$ cat config.mk
export PLATFORM = sky130hd
export DESIGN_NAME = float_multiplier_iterative
export DESIGN_NICKNAME = d
export VERILOG_FILES = /design/src/rtl/float_pkg.sv /design/src/rtl/float_mantissa_mul_seq.sv /design/src/rtl/float_multiplier_iterative.sv
export SDC_FILE = /design/constraint.sdc
export NUM_CORES = 1
export LEC_CHECK = 0
export BUFFER_PORTS_ARGS = -buffer_cell sky130_fd_sc_hd__buf_2
export CAP_MARGIN = 0
export CORE_MARGIN = 4
export CORE_UTILIZATION = 45
export DETAILED_ROUTE_END_ITERATION = 16
export GPL_ROUTABILITY_DRIVEN = 0
export HOLD_SLACK_MARGIN = 0.08
export PLACE_DENSITY = 0.66
export SYNTH_ARGS = -nofsm -noshare
export SYNTH_HDL_FRONTEND = slang
export SYNTH_SLANG_ARGS = --single-unit
$ cat constraint.sdc
create_clock -name clk -period 7.3 [get_ports clk]
set_clock_uncertainty 0.1 [all_clocks]
set_input_delay 1.46 -clock clk [delete_from_list [all_inputs] [get_ports clk]]
set_output_delay 1.46 -clock clk [all_outputs]
set_load 0.02 [all_outputs]
$ cat src/rtl/float_pkg.sv
// Shared floating-point format constants and the iterative multiplier state type.
package float_pkg;

    localparam int SP_FLOAT_SIZE    = 32;
    localparam int SP_EXPONENT_SIZE = 8;
    localparam int SP_MANTISSA_SIZE = 23;
    localparam int SP_BIAS          = 127;

    localparam int DP_FLOAT_SIZE    = 64;
    localparam int DP_EXPONENT_SIZE = 11;
    localparam int DP_MANTISSA_SIZE = 52;
    localparam int DP_BIAS          = 1023;

    typedef enum logic [1:0] {
        IDLE,
        MULT,
        NORM,
        DONE
    } float_mul_state_t;

endpackage

$ cat src/rtl/float_mantissa_mul_seq.sv
// Shift-add unsigned multiplier: one multiplier bit per clock, WIDTH iterations per product.
module float_mantissa_mul_seq #(
    parameter int WIDTH = 24
) (
    input  logic                 clk,
    input  logic                 reset,
    input  logic                 start,
    input  logic [WIDTH-1:0]     mcand,
    input  logic [WIDTH-1:0]     mplier,
    output logic                 done,
    output logic [2*WIDTH-1:0]   product
);

    localparam int CNT_W = $clog2(WIDTH + 1);
    localparam logic [CNT_W-1:0] LAST = CNT_W'(WIDTH - 1);

    logic [2*WIDTH-1:0] mcand_q, mcand_d;
    logic [WIDTH-1:0]   mplier_q, mplier_d;
    logic [2*WIDTH-1:0] prod_q, prod_d;
    logic [CNT_W-1:0]   cnt_q, cnt_d;
    logic               busy_q, busy_d;

    always_ff @(posedge clk or posedge reset) begin
        if (reset) begin
            mcand_q  <= '0;
            mplier_q <= '0;
            prod_q   <= '0;
            cnt_q    <= '0;
            busy_q   <= 1'b0;
        end else begin
            mcand_q  <= mcand_d;
            mplier_q <= mplier_d;
            prod_q   <= prod_d;
            cnt_q    <= cnt_d;
            busy_q   <= busy_d;
        end
    end

    always_comb begin
        mcand_d  = mcand_q;
        mplier_d = mplier_q;
        prod_d   = prod_q;
        cnt_d    = cnt_q;
        busy_d   = busy_q;
        if (start) begin
            mcand_d  = (2*WIDTH)'(mcand);
            mplier_d = mplier;
            prod_d   = '0;
            cnt_d    = '0;
            busy_d   = 1'b1;
        end else if (busy_q) begin
            if (mplier_q[0]) begin
                prod_d = prod_q + mcand_q;
            end
            mcand_d  = mcand_q << 1;
            mplier_d = mplier_q >> 1;
            cnt_d    = cnt_q + CNT_W'(1);
            if (cnt_q == LAST) begin
                busy_d = 1'b0;
            end
        end
    end

    // done flags the cycle whose closing edge performs the final iteration.
    assign done    = busy_q && (cnt_q == LAST);
    assign product = prod_q;

endmodule

$ cat src/rtl/float_multiplier_iterative.sv
// Sequential truncating float multiplier: shift-add mantissa engine plus exponent/sign path and handshakes.
module float_multiplier_iterative
    import float_pkg::*;
#(
    parameter int FLOAT_SIZE    = 32,
    parameter int EXPONENT_SIZE = 8,
    parameter int MANTISSA_SIZE = 23,
    parameter int BIAS          = 127
) (
    input  logic                  clk,
    input  logic                  reset,
    input  logic                  in_valid,
    output logic                  in_ready,
    input  logic [FLOAT_SIZE-1:0] a,
    input  logic [FLOAT_SIZE-1:0] b,
    output logic                  out_valid,
    input  logic                  out_ready,
    output logic [FLOAT_SIZE-1:0] out,
    output logic                  overflow,
    output logic                  underflow,
    output logic                  inexact
);

    localparam int M  = MANTISSA_SIZE;
    localparam int W  = MANTISSA_SIZE + 1;
    localparam int EW = EXPONENT_SIZE + 2;

    float_mul_state_t state_q, state_d;

    logic                     sign_q, sign_d;
    logic [EXPONENT_SIZE-1:0] ea_q, ea_d;
    logic [EXPONENT_SIZE-1:0] eb_q, eb_d;
    logic [FLOAT_SIZE-1:0]    out_q, out_d;
    logic                     overflow_q, overflow_d;
    logic                     underflow_q, underflow_d;
    logic                     inexact_q, inexact_d;

    logic                     start;
    logic                     mul_done;
    logic [2*W-1:0]           prod;

    logic                     norm_n;
    logic [EW-1:0]            exp_sum;
    logic [M-1:0]             mant;
    logic                     lost_bits;

    assign start = (state_q == IDLE) && in_valid;

    float_mantissa_mul_seq #(
        .WIDTH(W)
    ) u_mant_mul (
        .clk     (clk),
        .reset   (reset),
        .start   (start),
        .mcand   ({1'b1, a[M-1:0]}),
        .mplier  ({1'b1, b[M-1:0]}),
        .done    (mul_done),
        .product (prod)
    );

    always_ff @(posedge clk or posedge reset) begin
        if (reset) begin
            state_q     <= IDLE;
            sign_q      <= 1'b0;
            ea_q        <= '0;
            eb_q        <= '0;
            out_q       <= '0;
            overflow_q  <= 1'b0;
            underflow_q <= 1'b0;
            inexact_q   <= 1'b0;
        end else begin
            state_q     <= state_d;
            sign_q      <= sign_d;
            ea_q        <= ea_d;
            eb_q        <= eb_d;
            out_q       <= out_d;
            overflow_q  <= overflow_d;
            underflow_q <= underflow_d;
            inexact_q   <= inexact_d;
        end
    end

    always_comb begin
        state_d = state_q;
        unique case (state_q)
            IDLE: if (in_valid) state_d = MULT;
            MULT: if (mul_done) state_d = NORM;
            NORM: state_d = DONE;
            DONE: if (out_ready) state_d = IDLE;
            default: state_d = IDLE;
        endcase
    end

    // Product of two values in [1,2) lies in [1,4); the top bit selects the normalizing shift.
    always_comb begin
        norm_n    = prod[2*W-1];
        exp_sum   = {2'b00, ea_q} + {2'b00, eb_q} - EW'(BIAS) + EW'(norm_n);
        mant      = norm_n ? prod[2*M:M+1] : prod[2*M-1:M];
        lost_bits = norm_n ? |prod[M:0] : |prod[M-1:0];
    end

    always_comb begin
        sign_d      = sign_q;
        ea_d        = ea_q;
        eb_d        = eb_q;
        out_d       = out_q;
        overflow_d  = overflow_q;
        underflow_d = underflow_q;
        inexact_d   = inexact_q;
        if (start) begin
            sign_d = a[FLOAT_SIZE-1] ^ b[FLOAT_SIZE-1];
            ea_d   = a[FLOAT_SIZE-2:M];
            eb_d   = b[FLOAT_SIZE-2:M];
        end
        if (state_q == NORM) begin
            out_d       = {sign_q, exp_sum[EXPONENT_SIZE-1:0], mant};
            underflow_d = exp_sum[EXPONENT_SIZE+1];
            overflow_d  = exp_sum[EXPONENT_SIZE] & ~exp_sum[EXPONENT_SIZE+1];
            inexact_d   = lost_bits;
        end
    end

    always_comb begin
        in_ready  = (state_q == IDLE);
        out_valid = (state_q == DONE);
        out       = out_q;
        overflow  = overflow_q;
        underflow = underflow_q;
        inexact   = inexact_q;
    end

endmodule

**Word-level counts from Yosys, hierarchy flattened**

Index checks and enable logic that the tools add are counted.

- Div/mod/pow operators: 0
- Add/subtract/negate cells: 5
- Bitwise gates (word level): 3
- Equal/unequal tests: 7
- $mul: 0
- Reductions and logical operators: 9
- Shifts and indexed selects: 0
- $lt $le $gt $ge: 0
- Mux-type cells: 18

Operator list:

| cell | count |
|---|---|
| $mux W48 | 5 |
| $add A48 B48 Y48 | 1 |
| $mux W24 | 2 |
| $reduce_or A24 Y1 | 1 |
| $mux W23 | 1 |
| $reduce_or A23 Y1 | 1 |
| $add A10 B1 Y10 | 1 |
| $mux W5 | 2 |
| $sub A9 B7 Y10 const B | 1 |
| $add A8 B8 Y9 | 1 |
| $pmux W2 S4 | 1 |
| $mux W2 | 3 |
| $add A5 B1 Y5 const B | 1 |
| $eq A5 B5 Y1 const B | 1 |
| $eq A2 B2 Y1 const B | 2 |
| $mux W1 | 4 |
| $ne A2 B2 Y1 const B | 2 |
| $reduce_bool A2 Y1 | 2 |
| $reduce_and A3 Y1 | 1 |
| $eq A2 B1 Y1 const B | 1 |
| $logic_and A1 B1 Y1 | 2 |
| $logic_not A2 Y1 | 1 |
| $ne A2 B1 Y1 const B | 1 |
| $reduce_and A2 Y1 | 1 |
| 3 further kinds | 3 |

- Register bits after elaboration: 180
- Input port bits: 68
- Word-level logic and storage cells: 55
- Memories: 0
- Output and inout bits: 37
- Bits in writable memories: 0
- Memory bits (read-only): 0
- Latch bits: 0

**Logic depth before layout (Yosys ltp)**

- Depth in word-level cells: 5
- Depth in mapped cells: 16
- Mapped depth without buffers: 14

**Modules after synthesis**

From an unflattened synthesis, not the netlist that was laid out.

- Cell total of the unflattened synthesis: 1,169
- Area total of the unflattened synthesis: 10,926.7 sq um

By module, submodules not included:

| module | cells an instance | times used | area an instance (sq um) |
|---|---|---|---|
| float_mantissa_mul_seq | 911 | 1 | 8,132.8 |
| float_multiplier_iterative | 258 | 1 | 2,793.9 |

**Worst setup path before layout**

OpenSTA, ideal clock, no wires.

- Path type: reg-to-reg
- Start point: register u_mant_mul.prod_q[47] (netlist: u_mant_mul.product[47])
- End point: register overflow_q (netlist: overflow)
- Path buffers: 2
- Arrival: 3.016 ns
- Setup slack: 4.106 ns
- Library setup time: 0.077 ns
- Stages on the path, launching flop included: 17
- Path through: dfrtp_1 > clkbuf_1 > buf_6 > inv_1 > ha_1 > inv_1 > ha_1 > fa_1 > a21oi_1 > nor2_1 > nor2_1 > o21bai_1 > a21oi_1 > o21bai_1 > a21oi_1 > mux2_2 > a21oi_1

- Cells in the longest elaborated chain, start to end: 3

Ends and longest elaborated chain:

| what | line | RTL |
|---|---|---|
| start: declaration | float_mantissa_mul_seq.sv:19 | `logic [2*WIDTH-1:0] prod_q, prod_d;` |
| start signal: assignment | float_mantissa_mul_seq.sv:33 | `prod_q <= prod_d;` |
| $add A10 B1 Y10 * | float_multiplier_iterative.sv:97 | `exp_sum = {2'b00, ea_q} + {2'b00, eb_q} - EW'(BIAS) + EW'(norm_n);` |
| $not A1 Y1 | float_multiplier_iterative.sv:118 | `overflow_d = exp_sum[EXPONENT_SIZE] & ~exp_sum[EXPONENT_SIZE+1];` |
| $and A1 B1 Y1 * | float_multiplier_iterative.sv:118 |  |
| end signal: assignment | float_multiplier_iterative.sv:77 | `overflow_q <= overflow_d;` |
| end: declaration | float_multiplier_iterative.sv:34 | `logic overflow_q, overflow_d;` |

Every way passes the cells marked *; elsewhere a longest branch is shown, timed or not.
A chain may end at the register's enable or synchronous reset.

**Final worst setup path**

- Start point: register u_mant_mul.prod_q[0] (netlist: u_mant_mul.product[0])
- End point: register u_mant_mul.prod_q[40] (netlist: u_mant_mul.product[40])

- Cells in the longest elaborated chain, start to end: 4

Ends and longest elaborated chain:

| what | line | RTL |
|---|---|---|
| $add A48 B48 Y48 | float_mantissa_mul_seq.sv:53 | `prod_d = prod_q + mcand_q;` |
| $mux W48 | float_mantissa_mul_seq.sv:52 | `if (mplier_q[0]) begin` |
| $mux W48 | float_mantissa_mul_seq.sv:51 | `end else if (busy_q) begin` |
| $mux W48 | float_mantissa_mul_seq.sv:45 | `if (start) begin` |

No other way between the ends. The select of a mux whose other input is x is not followed.

==> results.ini <==
[sta]
tns_ns=0
max_freq_mhz=285
worst_pin_slew_ns=1.08
min_period_ns=3.51
finalCritPeriodShare_pct=48.1
slew_violations=0
hold_violations=0
setup_viol=0
relSlewSlack_pct=28.1
rsz0062_at_grt=no

[power_and_ir_drop]
switching_share_pct=43.4
combPwrFrac_pct=51.2
switching_power_uw=2510
irDropWorstVdd_mv=0.228
internal_power_uw=3270
clkPwrFrac_pct=17.2
cellLeakagePower_uw=0.00599
seqPwrFrac_pct=31.6
power_density_mw_per_mm2=482

[cts]
cts_tree=done
cts.sinks=180
clkTransAtPathRegs_ns=0.07
cts_resized=0
cts-root-buf=clkbuf_16
cts_made_buffers=17
h-tree-depth=4
clk_latency_ns=0.43
hold_buffers=0
clk_path_buf_depth=2
post_cts_buffers=0

[drt]
dr_wl_met2_mm=10.9
first_iter_violations=551
top_layer_used=met4
num_vias=8347
drc=0
wirelength_mm=24.2
firstDrtPassIters=5
drtAntennaViolNets=0
drt-met1-wl_mm=12.0
vias_per_cell=5.40
dr_wl_met3_um=884
wl_per_cell_um=15.6

[synth]
ys_types=77
synthCells=1145
synthesis.area_mm2=0.0107
ys_seq_area_share_pct=42.2
synthTopCellsByArea=dfrtp_1 (42%), mux2i_1 (9.1%), ha_1 (8.0%)
ys.flop_type=dfrtp_1
yosysTopAreaCellShare_pct=42.2
synth_fa_ha_area_share_pct=8.35
synth_xor_area_share_pct=3.69
muxShareOfSynthArea_pct=10.2
synthSimpleGateAreaFrac_pct=14.7
yosys_warnings=0
avgSynthCellArea_um2=9.32
synth_top_family_by_area=compound AO/OA/AOI/OAI gates
ys_ff_latch=180
synth_compound_area_share_pct=16.9
syn_nets=1283
synth-edff-count=0
synthArstFlopShare_pct=100
synth_top_cell_by_area=dfrtp_1

[cells_and_area]
postLayoutCoreUtil_pct=51.3
final_nets=1354
final_cell_mix=nand2_1 (189), dfrtp_1 (179), a21oi_1 (115)
layout_commonest_cell=nand2_1
n_fill_cell=2237
area_growth_pct=12.5
multi_input_area_mm2=0.00575
n_antenna_cell=0
drive_gt1_share_pct=14.9
regArea_mm2=0.00451

[critical_path]
start_kind=register
critPathRequiredTime_ns=7.53
critical_path_class=reg -> reg
critPathArrivalTime_ns=3.74
cpPeakStageDelay_ns=0.43
reg2reg_depth=13
cp_max_fo=5
cp-end-kind=register
crit_chain=ha_1 > inv_1 > fa_1 > nor2b_1 > o31a_1 > o211ai_1 > a21boi_0 > a41oi_2 > o21ai_1 > a21o_1 > a21oi_1 > xor2_1 > a211oi_1
slowest_stage=o21ai_1

[place]
portBuffers=104
dp_hpwl_mm=16.5

[run]
cap_violations=0

[floorplanning]
row_count=56
die_h_um=162
coreArea_mm2=0.0234
die_w_um=162
die_area_mm2=0.0262
start_util_pct=45.6
ios=105

[global_route]
grt_pass1_vias=8305
grt_max_degree=101
grt_pass1_wl_mm=41.2
track_usage_pct=18.8
grt_overflow=0
antenna_found_initial=0

[status]
status=complete, no violations

[min_path]
hold_path_depth=2
hold_class=reg -> reg

## cell usage after synthesis (5+ instances only)
master	instances
nor2b_1	7
nor2_1	87
xor2_1	17
inv_1	30
mux2_2	10
ha_1	68
buf_1	7
nand4_1	7
a211oi_1	8
mux2i_1	97
dfrtp_1	180
xnor2_1	28
nor3_1	9
a21o_1	20
a21oi_1	115
o21ai_0	89
clkbuf_1	44
and2_1	8
a31oi_1	5
nand3_1	9
nor4_1	6
buf_6	5
o21bai_1	12
nand2_1	189
## state kept, by name, indices dropped and copies added (netlist names)
signal,cells
eb_q,8
u_mant_mul.product,48
ea_q,8
out,32
u_mant_mul.cnt_q,5
overflow,1
u_mant_mul.mplier_q,24
underflow,1
u_mant_mul.busy_q,1
sign_q,1
u_mant_mul.mcand_q,48
inexact,1
state_q,2
## area by class of cell
type	instances	area share (%)
flip-flops and latches	180	37.6
clock buffers	18	3.66
inverters	30	0.980
well taps	319	3.33
multi-input cells	874	47.9
repair buffers	113	4.90
clock inverters	13	1.64
## path summary, 6_finish.rpt
kind | end | slack, ns | startpoint
max | u_mant_mul.product[40] | 3.79 | u_mant_mul.product[0]
min | sign_q | 0.39 | sign_q
min in group asynchronous | eb_q[3] | 1.03 | reset
max in group asynchronous | u_mant_mul.product[26] | 4.84 | reset
max reg2reg | u_mant_mul.product[40] | 3.79 | u_mant_mul.product[0]
min reg2reg | sign_q | 0.39 | sign_q
## worst max-delay path: cells and delay by family, from the launching register on
family                   cells  cell delay, ns
buffers and inverters        1            0.06
adder cells (fa/ha/maj)      2            0.58
AO/OA/AOI/OAI                8            1.95
flip-flops                   1            0.38
AND/OR/NAND/NOR              1            0.20
XOR/XNOR                     1            0.14
## stage by stage
stage                     hold slack [ns]  setup WS, ns  area (um2)  std cells  total power [uW]
after floorplan                     0.344         0.853       10700       1145              4170
after global placement              0.369          3.84       11400       1516              4740
after detailed placement            0.373          3.78       11400       1516              4800
after CTS                           0.390          3.77       12000       1547              5840
after global routing                0.405          3.42       12000       1547              6290
final                               0.386          3.79       12000       1547              5790
## power groups by stage
stage	logic (uW)	clock network (uW)	registers (uW)
2_1_floorplan	2350	0	1820
3_3_place_gp	2910	0	1830
3_5_place_dp	2960	0	1840
4_1_cts	2990	1020	1830
5_1_grt	3330	1060	1890
6_report	2960	994	1830
## layer usage
layer	up-vias	track usage, %
li1	4161	-
met1	3998	27.2
met2	159	29.4
met3	29	2.99
met4	0	5.42
met5	-	0
## logic make-up (layout without fill, tap and decap cells)
kind of cell,after synthesis,after routing
buf+inv,91,174
xor+xnor,45,45
mux,107,107
simple gates,356,356
fa+ha+maj,70,70
compound gates,296,296
flops,180,180
No activity file was read; power rests on OpenSTA's default activity.
